**config.mk**
```make
export PLATFORM = sky130hd
export DESIGN_NAME = mc_ctrl_fsm
export DESIGN_NICKNAME = d
export VERILOG_FILES = /design/src/rtl/mc_ctrl_pkg.sv /design/src/rtl/mc_main_dec.sv /design/src/rtl/mc_ctrl_fsm.sv
export SDC_FILE = /design/constraint.sdc
export NUM_CORES = 1
export LEC_CHECK = 0
export BUFFER_PORTS_ARGS = -buffer_cell sky130_fd_sc_hd__clkbuf_2
export CORE_MARGIN = 4
export CORE_UTILIZATION = 35
export CTS_CLUSTER_SIZE = 25
export DETAILED_ROUTE_END_ITERATION = 8
export PLACE_DENSITY = 0.67
export SETUP_SLACK_MARGIN = 0.2
export SYNTH_ARGS = -nofsm -noshare
export SYNTH_HDL_FRONTEND = slang
export SYNTH_SLANG_ARGS = --single-unit
```
**constraint.sdc**
```tcl
create_clock -name clk -period 2.52 [get_ports clk]
set_input_delay 0.252 -clock clk [delete_from_list [all_inputs] [get_ports clk]]
set_output_delay 0.252 -clock clk [all_outputs]
set_load 0.02 [all_outputs]
```
**src/rtl/mc_ctrl_pkg.sv**
```systemverilog
// Shared definitions for the multi-cycle MIPS control unit: state and
// instruction-class encodings, opcode/funct constants and datapath mux
// select codes.
package mc_ctrl_pkg;

  typedef enum logic [3:0] {
    S_RST, S_IF, S_ID, S_EXR, S_EXI, S_ADDR, S_MRD, S_MWR,
    S_WBR, S_WBI, S_WBM, S_BR, S_JMP, S_JAL, S_JR
  } state_t;

  typedef enum logic [3:0] {
    C_R, C_JR, C_LW, C_SW, C_BEQ, C_BNE, C_ADDI, C_ORI, C_J, C_JAL, C_ILL
  } iclass_t;

  localparam logic [5:0] OP_RTYPE = 6'h00;
  localparam logic [5:0] OP_J     = 6'h02;
  localparam logic [5:0] OP_JAL   = 6'h03;
  localparam logic [5:0] OP_BEQ   = 6'h04;
  localparam logic [5:0] OP_BNE   = 6'h05;
  localparam logic [5:0] OP_ADDI  = 6'h08;
  localparam logic [5:0] OP_ORI   = 6'h0D;
  localparam logic [5:0] OP_LW    = 6'h23;
  localparam logic [5:0] OP_SW    = 6'h2B;
  localparam logic [5:0] FN_JR    = 6'h08;

  localparam logic [1:0] REG_DST_RT = 2'b00;
  localparam logic [1:0] REG_DST_RD = 2'b01;
  localparam logic [1:0] REG_DST_RA = 2'b10;

  localparam logic [1:0] M2R_ALUOUT = 2'b00;
  localparam logic [1:0] M2R_MDR    = 2'b01;
  localparam logic [1:0] M2R_PC     = 2'b10;

  localparam logic [1:0] SRCB_RT    = 2'b00;
  localparam logic [1:0] SRCB_FOUR  = 2'b01;
  localparam logic [1:0] SRCB_IMM   = 2'b10;
  localparam logic [1:0] SRCB_IMMSH = 2'b11;

  localparam logic [1:0] PCSRC_ALU    = 2'b00;
  localparam logic [1:0] PCSRC_ALUOUT = 2'b01;
  localparam logic [1:0] PCSRC_JUMP   = 2'b10;
  localparam logic [1:0] PCSRC_RS     = 2'b11;

  localparam logic [2:0] ALU_ADD   = 3'b000;
  localparam logic [2:0] ALU_SUB   = 3'b001;
  localparam logic [2:0] ALU_FUNCT = 3'b010;
  localparam logic [2:0] ALU_OR    = 3'b011;
  localparam logic [2:0] ALU_PASS  = 3'b100;

endpackage

```
**src/rtl/mc_main_dec.sv**
```systemverilog
// Main decoder: opcode/funct -> instruction class. Purely combinational.
module mc_main_dec
  import mc_ctrl_pkg::*;
(
  input  logic [5:0] opcode,
  input  logic [5:0] funct,
  output iclass_t    iclass
);

  // Map the instruction fields onto the class the FSM branches on.
  always_comb begin
    iclass = C_ILL;
    case (opcode)
      OP_RTYPE: iclass = (funct == FN_JR) ? C_JR : C_R;
      OP_LW:    iclass = C_LW;
      OP_SW:    iclass = C_SW;
      OP_BEQ:   iclass = C_BEQ;
      OP_BNE:   iclass = C_BNE;
      OP_ADDI:  iclass = C_ADDI;
      OP_ORI:   iclass = C_ORI;
      OP_J:     iclass = C_J;
      OP_JAL:   iclass = C_JAL;
      default:  iclass = C_ILL;
    endcase
  end

endmodule

```
**src/rtl/mc_ctrl_fsm.sv**
```systemverilog
// Multi-cycle MIPS main control FSM. Moore select lines for the datapath
// mux bank plus all write enables. Optional performance counters are
// enabled with the MC_CTRL_PERF_EN macro.
//
// state  | meaning
// -------+------------------------------------------------
// RST    | held after reset, all outputs 0
// IF     | fetch, PC+4, wait for mem_ready
// ID     | decode, branch target -> ALUOut
// EXR    | R-type ALU operation
// EXI    | addi/ori ALU operation
// ADDR   | lw/sw effective address
// MRD    | data memory read, wait for mem_ready
// MWR    | data memory write, wait for mem_ready
// WBR    | R-type writeback to rd
// WBI    | immediate writeback to rt
// WBM    | load writeback to rt
// BR     | beq/bne compare, conditional PC write
// JMP    | j
// JAL    | jal, link to r31
// JR     | jr
module mc_ctrl_fsm
  import mc_ctrl_pkg::*;
#(
  parameter int CNT_W   = 32,
  parameter int ALUOP_W = 3
) (
  input  logic               clk,
  input  logic               rst_n,
  input  logic [5:0]         opcode,
  input  logic [5:0]         funct,
  input  logic               zero,
  input  logic               mem_ready,
  output logic               pc_wr,
  output logic               pc_wr_cond,
  output logic               br_ne,
  output logic               iord,
  output logic               mem_rd,
  output logic               mem_wr,
  output logic               ir_wr,
  output logic               reg_wr,
  output logic [1:0]         reg_dst,
  output logic [1:0]         mem_to_reg,
  output logic               alu_src_a,
  output logic [1:0]         alu_src_b,
  output logic [1:0]         pc_src,
  output logic [ALUOP_W-1:0] alu_op,
  output logic               illegal
`ifdef MC_CTRL_PERF_EN
  ,
  output logic [CNT_W-1:0]   cyc_cnt,
  output logic [CNT_W-1:0]   ret_cnt
`endif
);

  state_t  state, state_nxt;
  iclass_t iclass;

  // The branch decision itself is made in the datapath from pc_wr_cond/br_ne.
  logic unused_zero;
  assign unused_zero = zero;

  mc_main_dec u_dec (
    .opcode (opcode),
    .funct  (funct),
    .iclass (iclass)
  );

  // State register; async reset drops every enable at once.
  always_ff @(posedge clk or negedge rst_n) begin
    if (!rst_n) state <= S_RST;
    else        state <= state_nxt;
  end

  // Next-state logic.
  always_comb begin
    state_nxt = state;
    case (state)
      S_RST: state_nxt = S_IF;
      S_IF:  state_nxt = mem_ready ? S_ID : S_IF;
      S_ID: begin
        case (iclass)
          C_R:          state_nxt = S_EXR;
          C_JR:         state_nxt = S_JR;
          C_LW, C_SW:   state_nxt = S_ADDR;
          C_BEQ, C_BNE: state_nxt = S_BR;
          C_ADDI, C_ORI: state_nxt = S_EXI;
          C_J:          state_nxt = S_JMP;
          C_JAL:        state_nxt = S_JAL;
          default:      state_nxt = S_IF;
        endcase
      end
      S_EXR:  state_nxt = S_WBR;
      S_EXI:  state_nxt = S_WBI;
      S_ADDR: state_nxt = (iclass == C_SW) ? S_MWR : S_MRD;
      S_MRD:  state_nxt = mem_ready ? S_WBM : S_MRD;
      S_MWR:  state_nxt = mem_ready ? S_IF : S_MWR;
      S_WBR, S_WBI, S_WBM, S_BR, S_JMP, S_JAL, S_JR: state_nxt = S_IF;
      default: state_nxt = S_RST;
    endcase
  end

  // Output decode per state.
  always_comb begin
    pc_wr      = 1'b0;
    pc_wr_cond = 1'b0;
    br_ne      = 1'b0;
    iord       = 1'b0;
    mem_rd     = 1'b0;
    mem_wr     = 1'b0;
    ir_wr      = 1'b0;
    reg_wr     = 1'b0;
    reg_dst    = REG_DST_RT;
    mem_to_reg = M2R_ALUOUT;
    alu_src_a  = 1'b0;
    alu_src_b  = SRCB_RT;
    pc_src     = PCSRC_ALU;
    alu_op     = ALUOP_W'(ALU_ADD);
    illegal    = 1'b0;
    case (state)
      S_IF: begin
        mem_rd    = 1'b1;
        ir_wr     = mem_ready;
        pc_wr     = mem_ready;
        alu_src_b = SRCB_FOUR;
      end
      S_ID: begin
        alu_src_b = SRCB_IMMSH;
        illegal   = (iclass == C_ILL);
      end
      S_EXR: begin
        alu_src_a = 1'b1;
        alu_op    = ALUOP_W'(ALU_FUNCT);
      end
      S_EXI: begin
        alu_src_a = 1'b1;
        alu_src_b = SRCB_IMM;
        alu_op    = (iclass == C_ORI) ? ALUOP_W'(ALU_OR) : ALUOP_W'(ALU_ADD);
      end
      S_ADDR: begin
        alu_src_a = 1'b1;
        alu_src_b = SRCB_IMM;
      end
      S_MRD: begin
        mem_rd = 1'b1;
        iord   = 1'b1;
      end
      S_MWR: begin
        mem_wr = 1'b1;
        iord   = 1'b1;
      end
      S_WBR: begin
        reg_wr  = 1'b1;
        reg_dst = REG_DST_RD;
      end
      S_WBI: reg_wr = 1'b1;
      S_WBM: begin
        reg_wr     = 1'b1;
        mem_to_reg = M2R_MDR;
      end
      S_BR: begin
        alu_src_a  = 1'b1;
        alu_op     = ALUOP_W'(ALU_SUB);
        pc_src     = PCSRC_ALUOUT;
        pc_wr_cond = 1'b1;
        br_ne      = (iclass == C_BNE);
      end
      S_JMP: begin
        pc_src = PCSRC_JUMP;
        pc_wr  = 1'b1;
      end
      S_JAL: begin
        pc_src     = PCSRC_JUMP;
        pc_wr      = 1'b1;
        reg_dst    = REG_DST_RA;
        mem_to_reg = M2R_PC;
        reg_wr     = 1'b1;
      end
      S_JR: begin
        pc_src = PCSRC_RS;
        pc_wr  = 1'b1;
      end
      default: ;
    endcase
  end

`ifdef MC_CTRL_PERF_EN
  // Cycle and retirement counters; retirement is any return to IF from a
  // real instruction state, illegal decodes included.
  always_ff @(posedge clk or negedge rst_n) begin
    if (!rst_n) begin
      cyc_cnt <= '0;
      ret_cnt <= '0;
    end else begin
      cyc_cnt <= cyc_cnt + CNT_W'(1);
      if (state_nxt == S_IF && state != S_IF && state != S_RST)
        ret_cnt <= ret_cnt + CNT_W'(1);
    end
  end
`else
  localparam int unused_cnt_w = CNT_W;
`endif

endmodule
```
==> results list <==
- In the layout the commonest cells are clkbuf_2, nor2_1, nand2_1.
* Number of rows created at floorplan: 16
- The number of slew-limit violations in the final report is 0.
- Port Buf Inserts: 34
* Depth of the CTS H-tree: 1
* Routed vias: ~920
- Final Cell Area: approximately 950 µm²
- Number of nets with antenna violations after detailed routing: 0
- Measured along the x axis, the die boundary spans 54.39 µm.
- For this run, design rule violations remaining after detail routing come to 0.
- Critical path start-end classification: primary input to output port
- Final setup violation count: 0
* Clock Tree Root: clkbuf_4
- Power density over cell area: between 800 and 900 nW/µm²
- The register with the most flip-flops in the final layout is state.
* Ratio of cells with drive above 1 in the final layout: 0.3478
* Placed cell area: between 900 and 1000 µm²
- In this run the critical register-to-register path is launched from state[2]$_DFF_PN0_.
- The floorplan step defined a die boundary enclosing between 2000 and 3000 µm².
- CTS clk-pin slew, worst paths: 0.04 ns
* Hold Fails Final Rpt: 0
- In this run the worst path has a maximum fanout of 11.
* Number of flip-flops under the largest register name: 4
* Worst reg-to-reg path cell count: 5
* Initial Utilization: 0.3762
- Total grt overflow: 0
- TritonCTS built the clock tree.
* Post-Synthesis Cells: between 100 and 150
- Core utilization of the finished layout: 0.4744
- The largest registers in the layout are state: 4 flops.
- The worst setup path is captured at an output port.
- After floorplanning, the core was sized to cover roughly 2000 µm².
- The synthesized design contains 4 register bits.
* CP Launch Type: primary input
* Sequential cell area fraction in the yosys report: 0.1329
* Critical path, cell by cell: clkbuf_2, or3b_4, a21oi_1, a311oi_1, nor4_1, clkbuf_2
- Number of global-route vias before repair: about 800
* CP arrival: approximately 1.8 ns
* HPWL after DPL: ~1700 µm
- Slowest CP cell: or3b_4
- Resize count post-CTS: 0
- Leaving out fill and tap cells, the most frequent cell in the layout is clkbuf_2.
- The number of antenna diodes in the final layout is 0.
- The first detailed-routing pass took 4 iterations.
- Max-capacitance violation count: 0
* Number of buffers on the longest clock path: 2
- On the final layout, the worst hold slack is between 0.3 and 0.4 ns.
* Overall power: 0.0007898 W
* Net count of the finished layout: about 160
* Final critical delay including setup and external delays: ~2.0 ns
* Cell Area, Synth: between 700 and 800 µm²
- Setup slack on the worst reg-to-reg path comes out at about 0.67 ns.
* Status: complete, no violations
- In this run, synthesis inferred 0 flip-flops with an integrated enable.
* RSZ-0062 raised after global routing: no
* DR iter-0 viols: 25
* Syn nets: roughly 120
- In the routed layout, each cell is associated on average with a via count of ~5.6.
- Hold Path Class: primary input to asynchronous set/reset pin
* Number of antenna violations at the first check in global routing: 0
- Static timing analysis puts the maximum clock frequency at between 400 and 500 MHz.
- In this design, the critical path's most frequently occurring cell is clkbuf_2.
- WL final: 2144 µm
- Unique masters post-synth: a little under 50
* Post-synthesis average cell area: around 7 µm²
* Static leakage: just over 0.4 nW
* Routability Congestion: between 0.9 and 1
- Number of top-level design ports: 37
- After clock tree synthesis, the flow added hold-fix buffers numbering 1.
- CP required: between 2 and 2.5 ns
* Total number of clock tree sinks: 4
* Setup repair bufs after CTS: 0
- Final period utilization: 0.8019
* Fraction of registers with async set or reset after synthesis: 1.000
- Clock skew on the completed layout was measured at 0.0005683 ns.
- Number of warnings printed during yosys synthesis: 0
* Most used DFF post-synth: dfrtp_1
* Setup tns final: 0 ns
- For this run, the slowest stage of the critical path takes ~0.43 ns.
* Clock latency on the worst-skew pair: roughly 0.23 ns
- Area grow syn2layout: 26.08%
* Wire length of the first global-routing pass: ~3400 µm
* End of the worst register-to-register path: state[0]$_DFF_PN0_
- In the final routed layout, each cell accounts on average for 12.99 µm.
* CTS buffer count: 3
* Die span in y: ~54 µm
- VDD sags by at most approximately 0.58 mV.
- In the global route stage, overall resource usage came out at 0.1518.
* Largest net degree at the start of global routing: 17
==> worst max path at each step <==
stage                   start     to  slack [ns]  cells after the start
finish              opcode[2]  br_ne        0.50                      6
detailed placement  opcode[2]  br_ne        0.51                      6
global placement    opcode[2]  br_ne        0.48                      6
global route        opcode[2]  br_ne        0.37                      6
floorplan           opcode[0]  br_ne        0.60                      5
CTS                 opcode[2]  br_ne        0.52                      6
==> synthesized netlist by cell type, types with 2 or more instances <==
cell      number  area share
nand3b_1       3       0.030
buf_2          2       0.013
inv_2          2       0.010
nand3_1        3       0.020
inv_1          3       0.015
dfrtp_1        4        0.13
a31oi_1        3       0.025
nor4_1         2       0.017
nand2b_1       3       0.025
o22ai_1        4       0.033
nor3_2         2       0.027
a211oi_1       4       0.040
nor3b_1        2       0.020
nand2_1       12       0.060
o21ai_0        2       0.013
a21oi_1        4       0.027
o21ai_1        2       0.013
clkbuf_1       4       0.020
nor2_1        15       0.075
nor3_1         2       0.013
buf_4          2       0.020
==> routing by layer <==
layer  share of wire  routed length, µm  global-route usage
met5               0                  0                   0
met1            0.43                922              0.1987
met2            0.51               1092              0.2550
met3           0.056                120             0.01090
met4          0.0037                  8             0.06224
==> report_power, final <==
| part | switching [W] | internal, W |
|---|---|---|
| clock | 0.0000241 | 0.0000531 |
| combinational | 0.000344 | 0.000195 |
| sequential | 0.0000854 | 0.0000891 |
==> critical path, delay by kind of cell <==
kind	cells	cell delay (ns)
compound gates	2	0.36
simple gates	2	0.71
buf+inv	2	0.45
==> through the flow <==
step	worst slack, ns	instances
floorplan	0.6033	108
global placement	0.4753	161
detailed placement	0.5146	161
CTS	0.5203	165
global route	0.3717	165
finish	0.4992	165
==> cell type report <==
cell class	count	area [µm²]
Tap cell	27	33.78
Clock buffer	3	22.52
Timing Repair Buffer	35	180.2
Fill cell	206	1052
Multi-Input combinational cell	91	594.3
Sequential cell	4	100.1
Inverter	5	18.77
==> cell families (layout without fill, tap and decap cells) <==
family	Yosys count	count (layout)	synth area share
AND/OR/NAND/NOR	55	55	0.4020
AO/OA/AOI/OAI	32	32	0.3339
buffers and inverters	13	43	0.07806
flip-flops	4	4	0.1329
XOR/XNOR	2	2	0.03323
other	1	1	0.004979
multiplexers	1	1	0.01495
(Power assumes the default switching activity.)
